===== config.mk =====
export PLATFORM = sky130hd
export DESIGN_NAME = count_display_driver
export DESIGN_NICKNAME = d
export VERILOG_FILES = /design/src/rtl/count_display_driver_pkg.sv /design/src/rtl/count_display_driver_bcd_converter_seq.sv /design/src/rtl/count_display_driver.sv
export SDC_FILE = /design/constraint.sdc
export NUM_CORES = 1
export LEC_CHECK = 0
export ABC_AREA = 0
export CAP_MARGIN = 20
export CELL_PAD_IN_SITES_DETAIL_PLACEMENT = 1
export CELL_PAD_IN_SITES_GLOBAL_PLACEMENT = 1
export CORE_ASPECT_RATIO = 0.5
export CORE_MARGIN = 4
export CORE_UTILIZATION = 40
export CTS_CLUSTER_DIAMETER = 40
export DETAILED_ROUTE_END_ITERATION = 6
export DONT_BUFFER_PORTS = 1
export GPL_TIMING_DRIVEN = 0
export PLACE_DENSITY_LB_ADDON = 0.1
export SLEW_MARGIN = 25
export SYNTH_ARGS = -nofsm -noshare
export SYNTH_HDL_FRONTEND = slang
export SYNTH_SLANG_ARGS = --single-unit
export TNS_END_PERCENT = 100

===== constraint.sdc =====
create_clock -name clock -period 2.9 [get_ports clock]
set_input_delay 0.29 -clock clock [delete_from_list [all_inputs] [get_ports clock]]
set_output_delay 0.29 -clock clock [all_outputs]
set_load 0.02 [all_outputs]

===== src/rtl/count_display_driver_pkg.sv =====
// Shared definitions for the decimal seven-segment display driver:
// converter FSM states, segment patterns and small helper functions.
package count_display_driver_pkg;

    typedef enum logic [1:0] {
        ST_IDLE  = 2'd0,
        ST_LOAD  = 2'd1,
        ST_SHIFT = 2'd2,
        ST_DONE  = 2'd3
    } bcd_state_e;

    localparam int BCD_ITER = 8;

    // Segment patterns ordered {g,f,e,d,c,b,a}; a 0 lights the segment.
    localparam logic [6:0] SEG_0     = 7'b1000000;
    localparam logic [6:0] SEG_1     = 7'b1111001;
    localparam logic [6:0] SEG_2     = 7'b0100100;
    localparam logic [6:0] SEG_3     = 7'b0110000;
    localparam logic [6:0] SEG_4     = 7'b0011001;
    localparam logic [6:0] SEG_5     = 7'b0010010;
    localparam logic [6:0] SEG_6     = 7'b0000010;
    localparam logic [6:0] SEG_7     = 7'b1111000;
    localparam logic [6:0] SEG_8     = 7'b0000000;
    localparam logic [6:0] SEG_9     = 7'b0010000;
    localparam logic [6:0] SEG_BLANK = 7'b1111111;

    function automatic logic [6:0] seg_encode(input logic [3:0] digit);
        logic [6:0] s;
        case (digit)
            4'd0:    s = SEG_0;
            4'd1:    s = SEG_1;
            4'd2:    s = SEG_2;
            4'd3:    s = SEG_3;
            4'd4:    s = SEG_4;
            4'd5:    s = SEG_5;
            4'd6:    s = SEG_6;
            4'd7:    s = SEG_7;
            4'd8:    s = SEG_8;
            4'd9:    s = SEG_9;
            default: s = SEG_BLANK;
        endcase
        return s;
    endfunction

    function automatic logic [3:0] dabble_adjust(input logic [3:0] nib);
        return (nib >= 4'd5) ? nib + 4'd3 : nib;
    endfunction

endpackage


===== src/rtl/count_display_driver_bcd_converter_seq.sv =====
// Sequential double-dabble converter: 8-bit binary to three BCD digits in
// LOAD + 8 SHIFT + DONE cycles, with busy covering the whole job.
module bcd_converter_seq
    import count_display_driver_pkg::*;
(
    input  logic        clock,
    input  logic        reset,
    input  logic        start,
    input  logic [7:0]  bin,
    output logic        busy,
    output logic        done,
    output logic [11:0] bcd
);

    bcd_state_e  state_q;
    logic [2:0]  iter_q;
    logic        busy_q;
    logic        done_q;
    logic [19:0] shift_q;
    logic [19:0] adj;
    logic [19:0] shift_d;
    logic [11:0] bcd_q;

    always_comb begin
        adj     = {dabble_adjust(shift_q[19:16]), dabble_adjust(shift_q[15:12]),
                   dabble_adjust(shift_q[11:8]), shift_q[7:0]};
        shift_d = {adj[18:0], 1'b0};
    end

    always_ff @(posedge clock or negedge reset) begin
        if (!reset) begin
            state_q <= ST_IDLE;
            iter_q  <= 3'd0;
            busy_q  <= 1'b0;
            done_q  <= 1'b0;
        end else begin
            done_q <= 1'b0;
            case (state_q)
                ST_IDLE: begin
                    if (start) begin
                        state_q <= ST_LOAD;
                        busy_q  <= 1'b1;
                    end
                end
                ST_LOAD: begin
                    iter_q  <= 3'd0;
                    state_q <= ST_SHIFT;
                end
                ST_SHIFT: begin
                    iter_q <= iter_q + 3'd1;
                    if (iter_q == 3'(BCD_ITER - 1)) begin
                        state_q <= ST_DONE;
                        done_q  <= 1'b1;
                    end
                end
                ST_DONE: begin
                    state_q <= ST_IDLE;
                    busy_q  <= 1'b0;
                end
                default: state_q <= ST_IDLE;
            endcase
        end
    end

    // Result is latched together with the final shift so it is stable while done is high.
    always_ff @(posedge clock) begin
        if (state_q == ST_LOAD) begin
            shift_q <= {12'b0, bin};
        end else if (state_q == ST_SHIFT) begin
            shift_q <= shift_d;
        end
        if (state_q == ST_SHIFT && iter_q == 3'(BCD_ITER - 1)) begin
            bcd_q <= shift_d[19:8];
        end
    end

    assign busy = busy_q;
    assign done = done_q;
    assign bcd  = bcd_q;

endmodule


===== src/rtl/count_display_driver.sv =====
// Shows an 8-bit count in decimal on a 4-digit common-anode display:
// change detection, glitch-free digit registers and the refresh scan.
module count_display_driver
    import count_display_driver_pkg::*;
#(
    parameter int REFRESH_COUNT = 50000,
    parameter int REFRESH_W     = 16
) (
    input  logic       clock,
    input  logic       reset,
    input  logic [7:0] value,
    output logic [6:0] seg,
    output logic [3:0] an,
    output logic       dp,
    output logic       busy
);

    logic                 start;
    logic                 conv_busy;
    logic                 conv_done;
    logic [11:0]          conv_bcd;
    logic [7:0]           conv_bin;
    logic [7:0]           last_q;
    logic [11:0]          disp_q, disp_d;
    logic [REFRESH_W-1:0] div_q, div_d;
    logic [1:0]           idx_q, idx_d;
    logic [6:0]           seg_q, seg_d;
    logic [3:0]           an_q, an_d;

    assign start = (value != last_q);

    bcd_converter_seq u_conv (
        .clock (clock),
        .reset (reset),
        .start (start),
        .bin   (value),
        .busy  (conv_busy),
        .done  (conv_done),
        .bcd   (conv_bcd)
    );

    // The value that was actually converted is recovered from its digits, so a
    // mid-conversion change of value is still seen as a mismatch afterwards.
    assign conv_bin = 8'(conv_bcd[11:8]) * 8'd100 + 8'(conv_bcd[7:4]) * 8'd10
                    + 8'(conv_bcd[3:0]);

    always_comb begin
        disp_d = conv_done ? conv_bcd : disp_q;

        if (div_q == REFRESH_W'(REFRESH_COUNT - 1)) begin
            div_d = '0;
            idx_d = idx_q + 2'd1;
        end else begin
            div_d = div_q + 1'b1;
            idx_d = idx_q;
        end

        an_d  = ~(4'b0001 << idx_d);
        seg_d = SEG_BLANK;
        case (idx_d)
            2'd0: seg_d = seg_encode(disp_d[3:0]);
            2'd1: seg_d = (disp_d[11:4] == 8'd0) ? SEG_BLANK : seg_encode(disp_d[7:4]);
            2'd2: seg_d = (disp_d[11:8] == 4'd0) ? SEG_BLANK : seg_encode(disp_d[11:8]);
            2'd3: seg_d = SEG_BLANK;
        endcase
    end

    always_ff @(posedge clock or negedge reset) begin
        if (!reset) begin
            last_q <= 8'd0;
            disp_q <= 12'd0;
            div_q  <= '0;
            idx_q  <= 2'd0;
            seg_q  <= SEG_0;
            an_q   <= 4'b1110;
        end else begin
            if (conv_done) begin
                last_q <= conv_bin;
            end
            disp_q <= disp_d;
            div_q  <= div_d;
            idx_q  <= idx_d;
            seg_q  <= seg_d;
            an_q   <= an_d;
        end
    end

    assign seg  = seg_q;
    assign an   = an_q;
    assign dp   = 1'b1;
    assign busy = conv_busy;

endmodule


==> results of run 1 <==
==> area by class of cell <==
type                       instances  area, um^2
inverter                          37       141.4
clock buffer                      10       250.2
multi-input combinational        321        2554
timing repair buffer               8       82.58
fill                            1305        6411
tap                              165       206.4
clock inverter                     6       45.04
sequential                        88        2247
buffer                            13       78.83
==> power breakdown <==
group	total, mW	internal, mW	leakage, nW	switching [mW]
Sequential	1.98	1.71	0.987	0.272
Clock	1.15	0.641	0.145	0.510
Combinational	2.00	0.846	1.28	1.16
Total	5.13	3.20	2.41	1.94
==> logic make-up after synthesis <==
| kind of cell | synth area share |
|---|---|
| AND/OR/NAND/NOR | 0.1184 |
| flip-flops | 0.4487 |
| AO/OA/AOI/OAI | 0.09043 |
| buffers and inverters | 0.04397 |
| adder cells (fa/ha/maj) | 0.1284 |
| multiplexers | 0.1054 |
| XOR/XNOR | 0.06395 |
| other | 0.0007487 |
==> final timing paths <==
| path | to | slack, ps |
|---|---|---|
| setup / recovery | last_q[7] | 120 |
| hold / removal | u_conv.shift_q[0] | 150 |
| setup reg to reg | last_q[7] | 120 |
| hold reg to reg | div_q[0] | 460 |
| max in group asynchronous | an[2] | 2070 |
| min in group asynchronous | last_q[5] | 540 |
==> Yosys cell counts, types with 3 or more instances <==
cell and count:
inv_1 35, mux2i_1 24, nand4_1 5, dfstp_2 4, o21ai_0 13, nor2_1 34, mux2i_4 4, nor3_1 12
nand3_1 8, nor2b_1 5, edfxtp_1 20, and4_1 4, buf_6 3, dfrtp_1 52, a311oi_1 4, and2_1 8
ha_1 45, xor2_1 8, a21oi_1 33, nand2_1 25, mux2_2 15, clkbuf_1 5, and3_1 3, a211oi_1 9
fa_1 4, xnor2_1 26, nand2b_1 8, dfxtp_1 12
==> cells in the final DEF, fill, tap and decap left out, types with 2 or more instances in the layout <==
master      n
a22oi_1     2
inv_6       3
clkbuf_16  10
a21o_1      2
a311oi_1    4
nor2_1     34
mux2i_4     4
edfxtp_1   20
o21ai_0    12
nor3_1     12
inv_4       2
buf_6       3
a21oi_1    33
ha_1       44
buf_4       7
and2_1      8
nor4bb_1    2
nand2b_1    8
mux2i_1    24
mux2_2     15
nand3_1     8
xor2_1      8
a221oi_1    2
dfrtp_1    52
nor2b_1     5
nand2_1    25
and3_1      3
a211oi_1    9
buf_2       2
inv_1      35
fa_1        4
dfstp_2     4
nand4_1     5
xnor2_1    26
dfxtp_1    12
and4_1      4
clkbuf_1    5
==> metrics by stage <==
step / instances / hold slack [ps]
floorplan: 459 / -5.591
global placement: 624 / -3.137
detailed placement: 624 / -3.238
CTS: 644 / 139.5
global route: 648 / 151.2
finish: 648 / 154.5
==> worst register-to-register path, stage by stage, from the launching register on <==
cell      delay, ps
edfxtp_1        430
ha_1            320
ha_1            230
fa_1            450
ha_1            330
ha_4            260
o21ai_1         100
o21bai_1         90
a21oi_1         180
xnor2_1         160
a21oi_1         100
==> per-layer routing <==
metal	routed length, um	up-vias
met4	77	0
li1	-	1634
met5	0	-
met2	4571	28
met3	250	6
met1	5731	1590
==> what timing repair did <==
item	4_1_cts	5_1_grt
endpoints found under the setup margin	1	1
gates resized for setup	0	2
hold buffers	2	0
pin swaps	0	2
hold endpoints to repair	56	0
setup buffers	2	4
==> registers in the layout (all words and copies together) (netlist names), 2 cells and up <==
name	flops
last_q	8
an	4
div_q	16
seg	7
disp_q	12
u_conv.bcd	12
idx_q	2
u_conv.shift_q	20
u_conv.state_q	2
u_conv.iter_q	3
==> run summary, run 1 <==
slowest cell delay on critical path: 450 ps
clock sink total: 88
Skew-Pair Late Insertion Delay: 340 ps
Post-synth EDFFs: 20
Clock Skew: 7.455 ps
CP top delay family: adder cells
met2 Usage GRT: 0.2378
Final Util: 0.4665
Crit. Startpoint: u_conv.bcd[5]
met3 Use GR: 0.04125
RSZ-0062 raised after global routing: false
status: finished, final reports clean
final setup vio count: 0
Area after DPL: 5215 um^2
Post-Place Worst Slack: -31.66 ps
Final Cycle Share: 0.9575
Max-cap violations: 0
largest net degree at the start of global routing: 57
Leak Pwr: 2.410 nW
initial core utilization: 0.4168
GPL Wtd Cong: 0.7682
Ys Warns: 0
Placeable Area: 12020 um^2
Avg WL per Cell: 16.40 um
Synth area leader: dfrtp_1
CTS clock-pin slew for the worst setup and hold paths: 60 ps
flip-flop and latch count after synthesis: 88
Detailed Route Iter0 Violations: 150
Max VDD drop: 352.6 uV
layout cells sized above 1: 0.1263
final-stage net count: 537
DIE AREA: 14480 um^2
CP max-delay cell: fa_1
CP dominant cell by count: ha_1
first-pass GRT wire length: 17630 um
min-delay src: value[0]
fmax: 360.1 MHz
all-layer global routing usage: 0.1560
P per Cell Area: 916.0 nW/um^2
startpoint types: register
Slew HR: 0.5359
htree depth: 3
initial antenna violation count: 0
worst reg2reg path depth: 10
routing usage on met1: 0.2263
ys flop type: dfrtp_1
setup tns final: 0 ps
top-area cell type share of the netlist area: 0.2598
# diodes: 0
DR DRC count: 0
Tightest Pin Transition: 696.2 ps
Worst Path Class, Setup: reg2reg
Overflow after GRT: 0
Top-Level Pins: 23
cts bufs inserted: 9
CTS tree: built
Clock Tree Buf Depth: 2
Avg Cell Area, Syn: 10.91 um^2
cell breakdown of the critical path: ha_1 > ha_1 > fa_1 > ha_1 > ha_4 > o21ai_1 > o21bai_1 > a21oi_1 > xnor2_1 > a21oi_1
gr busiest metal: met2
post-synthesis cell type count: 54
die width: 166.3 um
Via-to-Cell Ratio: 5.028
Mapped Nets: 518
launch point of the worst reg-to-reg path: u_conv.bcd[5]
ranking of synthesized cells by area: dfrtp_1 (26%), edfxtp_1 (12%), ha_1 (11%), dfxtp_1 (4.8%), mux2i_1 (4.8%)
stages on the worst setup path: 10
Crit. End Element: register
cell count after synthesis: 459
required time of the critical path: 3090 ps
worst-path fanout max: 3
Cell Area, Synth: 5009 um^2
Tot Pwr: 5.134 mW
setup ws final: 123.2 ps
remaining antenna violation count after routing: 0
Fin. Hold Viols: 0
WP buf/inv: 0
port bufs: 0
WHS Path Cells: 1
Critical Path AT: 2970 ps
Vert. Die Dim: 87.13 um
detailed-route via count: 3258
asr flop ratio synth: 0.6364
Hold Crit Class: in2reg
max-slew violation count: 0
Routed WL: 10630 um
synthesis-to-layout area growth: 11.92%
post-synthesis sequential area ratio: 0.4487
Final Cell Area: 5605 um^2
CTS root buf: clkbuf_16
Post-DP HPWL: 7952 um
number of global-route vias before repair: 3366
drt pass-1 iters: 4
floorplan row count: 28
post-layout min period: 2777 ps
Note: power is estimated with default switching activity, not from simulation.
==> run 2: changes to the inputs <==
--- a/config.mk
+++ b/config.mk
@@ -20,5 +20,6 @@
 export SLEW_MARGIN = 25
 export SYNTH_ARGS = -nofsm -noshare
 export SYNTH_HDL_FRONTEND = slang
+export SYNTH_HIERARCHICAL = 1
 export SYNTH_SLANG_ARGS = --single-unit
 export TNS_END_PERCENT = 100
==> run summary, run 2 <==
status: finished, final reports clean (unchanged)
Crit. End Element: register (unchanged)
Leak Pwr: 2.541 nW (was 2.410 nW)
Int Power: 3.589 mW (was 3.198 mW)
initial antenna violation count: 0 (unchanged)
DIE AREA: 15210 um^2 (was 14480 um^2)
CP top delay family: compound AO/OA/AOI/OAI gates (was adder cells)
Critical Path AT: 2960 ps (was 2970 ps)
Final Non-Filler Cells: 699 (was 648)
ranking of synthesized cells by area: dfrtp_1 (25%), edfxtp_1 (11%), ha_1 (11%), dfxtp_1 (4.5%), mux2_2 (3.6%) (was dfrtp_1 (26%), edfxtp_1 (12%), ha_1 (11%), dfxtp_1 (4.8%), mux2i_1 (4.8%))
Combinational Power Share: 0.424 (was 0.390)
number of global-route vias before repair: 3744 (was 3366)
post-synthesis cell type count: 69 (was 54)
Top-Level Pins: 23 (unchanged)
CTS tree: built (unchanged)
sw frac: 0.3854 (was 0.3772)
P per Cell Area: 985.6 nW/um^2 (was 916.0 nW/um^2)
final-stage net count: 583 (was 537)
detailed-route via count: 3707 (was 3258)
Skew-Pair Late Insertion Delay: 340 ps (about the same)
top post-synthesis cells by count: dfrtp_1 (52), ha_1 (45), nand2_1 (36) (was dfrtp_1 (52), ha_1 (45), inv_1 (35))
GPL Wtd Cong: 0.8126 (was 0.7682)
Clock Skew: 9.795 ps (was 7.455 ps)
Worst Path Class, Setup: reg2reg (unchanged)
Post-DP HPWL: 8542 um (was 7952 um)
Vert. Die Dim: 89.24 um (was 87.13 um)
final setup vio count: 0 (unchanged)
Tightest Pin Transition: 648.6 ps (was 696.2 ps)
Post-Place Worst Slack: -3.667 ps (was -31.66 ps)
Routed WL: 11720 um (was 10630 um)
Via-to-Cell Ratio: 5.303 (was 5.028)
largest register by flop count: u_conv/shift_q (was u_conv.shift_q)
setup ws final: 153.2 ps (was 123.2 ps)
max reg flops: 20 (unchanged)
# diodes: 0 (unchanged)
Avg WL per Cell: 16.76 um (was 16.40 um)
Max-cap violations: 0 (unchanged)
clock sink total: 88 (unchanged)
required time of the critical path: 3120 ps (was 3090 ps)
CTS clock-pin slew for the worst setup and hold paths: 70 ps (was 60 ps)
Synth area leader: dfrtp_1 (unchanged)
remaining antenna violation count after routing: 0 (unchanged)
die width: 170.5 um (was 166.3 um)
Mapped Nets: 567 (was 518)
Final Cell Area: 5926 um^2 (was 5605 um^2)
post-layout min period: 2747 ps (was 2777 ps)
asr flop ratio synth: 0.6364 (unchanged)
DR DRC count: 0 (unchanged)
Fin. Hold Viols: 0 (unchanged)
most common cell after layout, fill and taps aside: dfrtp_1 (unchanged)
Slew HR: 0.5676 (was 0.5359)
layout cells sized above 1: 0.1248 (was 0.1263)
Ys Warns: 6 (was 0)
Overflow after GRT: 0 (unchanged)
max-slew violation count: 0 (unchanged)
biggest regs: u_conv/shift_q: 20 flops, div_q: 16 flops (was u_conv.shift_q: 20 flops, div_q: 16 flops)
Inst Count DP: 678 (was 624)
commonest non-fill, non-tap cells in the layout: dfrtp_1 (52), ha_1 (43), nand2_1 (36) (was dfrtp_1 (52), ha_1 (44), inv_1 (35))
slowest cell delay on critical path: 420 ps (was 450 ps)
Detailed Route Iter0 Violations: 221 (was 150)
Final Cycle Share: 0.9472 (was 0.9575)
Cell Area, Synth: 5280 um^2 (was 5009 um^2)
worst-path fanout max: 10 (was 3)
Max VDD drop: 380.5 uV (was 352.6 uV)
ys flop type: dfrtp_1 (unchanged)
Placeable Area: 12770 um^2 (was 12020 um^2)
RSZ-0062 raised after global routing: false (unchanged)
Hold Crit Class: in2reg (unchanged)
htree depth: 3 (unchanged)
Post-synth EDFFs: 20 (unchanged)
final hold slack: 161.8 ps (was 154.5 ps)
WP buf/inv: 3 (was 0)
initial core utilization: 0.4134 (was 0.4168)
fmax: 364.1 MHz (was 360.1 MHz)
floorplan row count: 29 (was 28)
synthesis-to-layout area growth: 12.23% (was 11.92%)
CTS root buf: clkbuf_16 (unchanged)
Sw Pwr: 2.251 mW (was 1.937 mW)
Seq pwr share: 0.348 (was 0.386)
cell count after synthesis: 508 (was 459)
startpoint types: register (unchanged)
clock share of power: 0.228 (was 0.224)
cell with the most instances after synthesis: dfrtp_1 (unchanged)
Clock Tree Buf Depth: 2 (unchanged)
cell breakdown of the critical path: buf_2 > buf_4 > mux2_4 > inv_1 > ha_2 > nand2_1 > nor4_2 > mux2_1 > nand2b_1 > a21o_1 > a2111o_1 (was ha_1 > ha_1 > fa_1 > ha_1 > ha_4 > o21ai_1 > o21bai_1 > a21oi_1 > xnor2_1 > a21oi_1)
largest net degree at the start of global routing: 57 (unchanged)
top-area cell type share of the netlist area: 0.2464 (was 0.2598)
first-pass GRT wire length: 19210 um (was 17630 um)
CP max-delay cell: a2111o_1 (was fa_1)
port bufs: 0 (unchanged)
Avg Cell Area, Syn: 10.39 um^2 (was 10.91 um^2)
flip-flop and latch count after synthesis: 88 (unchanged)
drt pass-1 iters: 4 (unchanged)
cts bufs inserted: 9 (unchanged)
post-synthesis sequential area ratio: 0.4256 (was 0.4487)
Area after DPL: 5493 um^2 (was 5215 um^2)
all-layer global routing usage: 0.1602 (was 0.1560)
[run 2: changes by cell type in the layout (fill, tap and decap cells not counted), moves of 6 or more]
cell      change
a211oi_1      -7
a21oi_1      -12
a31oi_1       +6
and2_1        -6
mux2i_1       -7
nand2_1      +11
nand3_1       +9
o21ai_0      +10
xnor2_1       -9
xor2_1       +11
[run 2: layout make-up]
cell class | instances | area (um^2)
fillers | 1418 | 6847
multi-input cells | 368 | 2839
flip-flops and latches | 88 | 2247
clock buffers | 9 | 225.2
well taps | 170 | 212.7
inverters | 38 | 142.6
clock inverters | 7 | 118.9
plain buffers | 14 | 80.08
repair buffers | 5 | 60.06
[run 2: what timing repair did]
action | 4_1_cts | 5_1_grt
hold buffers | 2 | 0
setup endpoints to repair | 0 | 6
hold endpoints to repair | 56 | 0
gates resized for setup | 0 | 5
setup buffers | 0 | 3
[run 2: cell families after synthesis]
kind of cell             share of synthesized area
buffers and inverters                      0.04218
multiplexers                               0.07346
AO/OA/AOI/OAI                               0.1161
XOR/XNOR                                   0.05972
flip-flops                                  0.4256
adder cells (fa/ha/maj)                     0.1218
AND/OR/NAND/NOR                             0.1604
other                                    0.0007102
[run 2: routing by layer]
layer,wire length (um),GRT usage,up-vias
met2,5307,0.2547,31
met1,6039,0.2278,1839
li1,-,-,1828
met3,276,0.03180,9
met4,93,0.03913,0
met5,0,0,-
[run 2: final timing paths]
kind / start / end / slack [ps] / depth (start not counted)
hold / removal: value[0] / u_conv/shift_q[0] / 160 / 1
min in group asynchronous: reset / seg[2] / 480 / 2
setup / recovery: u_conv/done / seg[1] / 150 / 11
hold reg to reg: u_conv/shift_q[7] / u_conv/bcd[0] / 470 / 0
max in group asynchronous: reset / an[1] / 2150 / 2
setup reg to reg: u_conv/done / seg[1] / 150 / 11
[run 2: power groups by stage]
stage                     logic, mW  registers [mW]  clock network [mW]
final                          2.48            2.03                1.33
after global routing           2.80            2.08                1.43
after CTS                      2.47            2.03                1.38
after detailed placement       2.42            2.06                   0
after global placement         2.39            2.05                   0
after floorplan                1.88            1.98                   0
[run 2: through the flow]
| stage | power (mW) | TNS (ps) | utilization |
|---|---|---|---|
| floorplan | 3.855 | 0 | - |
| global placement | 4.435 | 0 | 0.4301 |
| detailed placement | 4.479 | -3.667 | 0.4301 |
| CTS | 5.883 | 0 | 0.4599 |
| global route | 6.310 | 0 | 0.4640 |
| finish | 5.840 | 0 | 0.4640 |
==> run 3: changes to the inputs <==
--- a/config.mk
+++ b/config.mk
@@ -17,6 +17,7 @@
 export DONT_BUFFER_PORTS = 1
 export GPL_TIMING_DRIVEN = 0
 export PLACE_DENSITY_LB_ADDON = 0.1
+export SETUP_SLACK_MARGIN = 0.5
 export SLEW_MARGIN = 25
 export SYNTH_ARGS = -nofsm -noshare
 export SYNTH_HDL_FRONTEND = slang
==> run summary, run 3 (synthesized netlist as in run 2, its figures left out) <==
Avg WL per Cell: 17.99 um (was 16.76 um)
startpoint types: register (unchanged)
commonest non-fill, non-tap cells in the layout: dfrtp_1 (52), ha_1 (38), nand2_1 (35), nor2_1 (35), inv_1 (31) (was dfrtp_1 (52), ha_1 (43), nand2_1 (36))
Crit. End Element: register (unchanged)
Fin. Hold Viols: 0 (unchanged)
DR DRC count: 0 (unchanged)
initial core utilization: 0.4134 (unchanged)
Hold Crit Class: in2reg (unchanged)
CTS root buf: clkbuf_16 (unchanged)
CTS clock-pin slew for the worst setup and hold paths: 70 ps (about the same)
Routed WL: 12740 um (was 11720 um)
max-slew violation count: 0 (unchanged)
first-pass GRT wire length: 20550 um (was 19210 um)
Top-Level Pins: 23 (unchanged)
floorplan row count: 29 (unchanged)
WP buf/inv: 0 (was 3)
CP max-delay cell: edfxtp_1 (was a2111o_1)
clock sink total: 88 (unchanged)
largest net degree at the start of global routing: 57 (unchanged)
Tot Pwr: 5.869 mW (was 5.840 mW)
final-stage net count: 591 (was 583)
Worst Path Class, Setup: reg2reg (unchanged)
Overflow after GRT: 0 (unchanged)
Tightest Pin Transition: 588.3 ps (was 648.6 ps)
Critical Path AT: 2750 ps (was 2960 ps)
fmax: 393.3 MHz (was 364.1 MHz)
GPL Wtd Cong: 0.7756 (was 0.8126)
setup ws final: 357.6 ps (was 153.2 ps)
initial antenna violation count: 0 (unchanged)
port bufs: 0 (unchanged)
Final Cell Area: 6181 um^2 (was 5926 um^2)
status: finished, final reports clean (unchanged)
Detailed Route Iter0 Violations: 188 (was 221)
layout cells sized above 1: 0.1974 (was 0.1248)
P per Cell Area: 949.5 nW/um^2 (was 985.6 nW/um^2)
largest register by flop count: u_conv/shift_q (unchanged)
cell breakdown of the critical path: ha_4 > ha_4 > fa_2 > xor2_1 > ha_1 > ha_4 > a21oi_4 > o21ai_2 > xnor2_1 > a21oi_1 (was buf_2 > buf_4 > mux2_4 > inv_1 > ha_2 > nand2_1 > nor4_2 > mux2_1 > nand2b_1 > a21o_1 > a2111o_1)
Clock Skew: 10.93 ps (was 9.795 ps)
final setup vio count: 0 (unchanged)
Final Cycle Share: 0.8767 (was 0.9472)
CP dominant cell by count: ha_4
RSZ-0062 raised after global routing: true (was false)
Post-Place Worst Slack: 87.31 ps (was -3.667 ps)
Filler cells: 1393 (was 1418)
Reg area: 2247 um^2 (unchanged)
Placeable Area: 12770 um^2 (unchanged)
die width: 170.5 um (unchanged)
Leak Pwr: 2.630 nW (was 2.541 nW)
max reg flops: 20 (unchanged)
drt pass-1 iters: 4 (unchanged)
most common cell after layout, fill and taps aside: dfrtp_1 (unchanged)
CP top delay family: adder cells (was compound AO/OA/AOI/OAI gates)
Inst Count DP: 678 (unchanged)
Max-cap violations: 0 (unchanged)
slowest cell delay on critical path: 450 ps (was 420 ps)
biggest regs: u_conv/shift_q: 20 flops, div_q: 16 flops (unchanged)
Max VDD drop: 352.5 uV (was 380.5 uV)
worst-path fanout max: 3 (was 10)
Clock Tree Buf Depth: 2 (unchanged)
Post-DP HPWL: 9175 um (was 8542 um)
detailed-route via count: 3764 (was 3707)
Via-to-Cell Ratio: 5.316 (was 5.303)
number of global-route vias before repair: 3902 (was 3744)
all-layer global routing usage: 0.1736 (was 0.1602)
multi-input logic area: 3077 um^2 (was 2839 um^2)
cts bufs inserted: 9 (unchanged)
Final Non-Filler Cells: 708 (was 699)
CTS tree: built (unchanged)
synthesis-to-layout area growth: 17.06% (was 12.23%)
Area after DPL: 5552 um^2 (was 5493 um^2)
required time of the critical path: 3110 ps (was 3120 ps)
post-layout min period: 2542 ps (was 2747 ps)
setup tns final: 0 ps (unchanged)
Slew HR: 0.6078 (was 0.5676)
htree depth: 3 (unchanged)
remaining antenna violation count after routing: 0 (unchanged)
Skew-Pair Late Insertion Delay: 350 ps (was 340 ps)
Vert. Die Dim: 89.24 um (unchanged)
DIE AREA: 15210 um^2 (unchanged)
[run 3: per-layer routing]
layer | wire, um | vias to the layer above | track usage
li1 | - | 1843 | -
met1 | 6066 | 1869 | 0.2216
met2 | 6257 | 39 | 0.3073
met3 | 281 | 13 | 0.03666
met4 | 131 | 0 | 0.04130
met5 | 0 | - | 0
[run 3: final timing paths]
kind,to,slack (ps),cells past startpoint,start
worst max-delay path,last_q[7],360,10,u_conv/bcd[7]
worst min-delay path,u_conv/shift_q[0],140,1,value[0]
worst max register to register,last_q[7],360,10,u_conv/bcd[7]
worst min register to register,div_q[0],490,1,div_q[0]
max in group asynchronous,seg[6],2090,2,reset
min in group asynchronous,disp_q[10],520,2,reset
[run 3: area by class of cell]
class / count / share of cell area
multi-input cells: 368 / 0.4978
flip-flops and latches: 88 / 0.3636
clock buffers: 9 / 0.03644
well taps: 170 / 0.03441
inverters: 38 / 0.02308
repair buffers: 13 / 0.01943
plain buffers: 14 / 0.01356
clock inverters: 7 / 0.01134
diodes: 1 / 0.0004049
[run 3: per-stage QoR]
stage	hold WS, ps	utilization
2_1_floorplan	-5.591	-
3_3_place_gp	-3.705	0.4347
3_5_place_dp	-3.792	0.4347
4_1_cts	128.9	0.4754
5_1_grt	132.1	0.4837
6_report	143.5	0.4839
[run 3: repair_timing]
item / in CTS / in global routing
endpoints found under the hold margin: 56 / 0
hold buffers: 2 / 0
setup buffers: 9 / 2
endpoints found under the setup margin: 10 / 10
pin swaps: 6 / 10
resized for setup: 24 / 14
gates cloned: 0 / 0
[run 3: power by group]
part           internal [mW]  switching [mW]
sequential              1.72           0.328
clock                  0.670           0.519
combinational           1.12            1.51
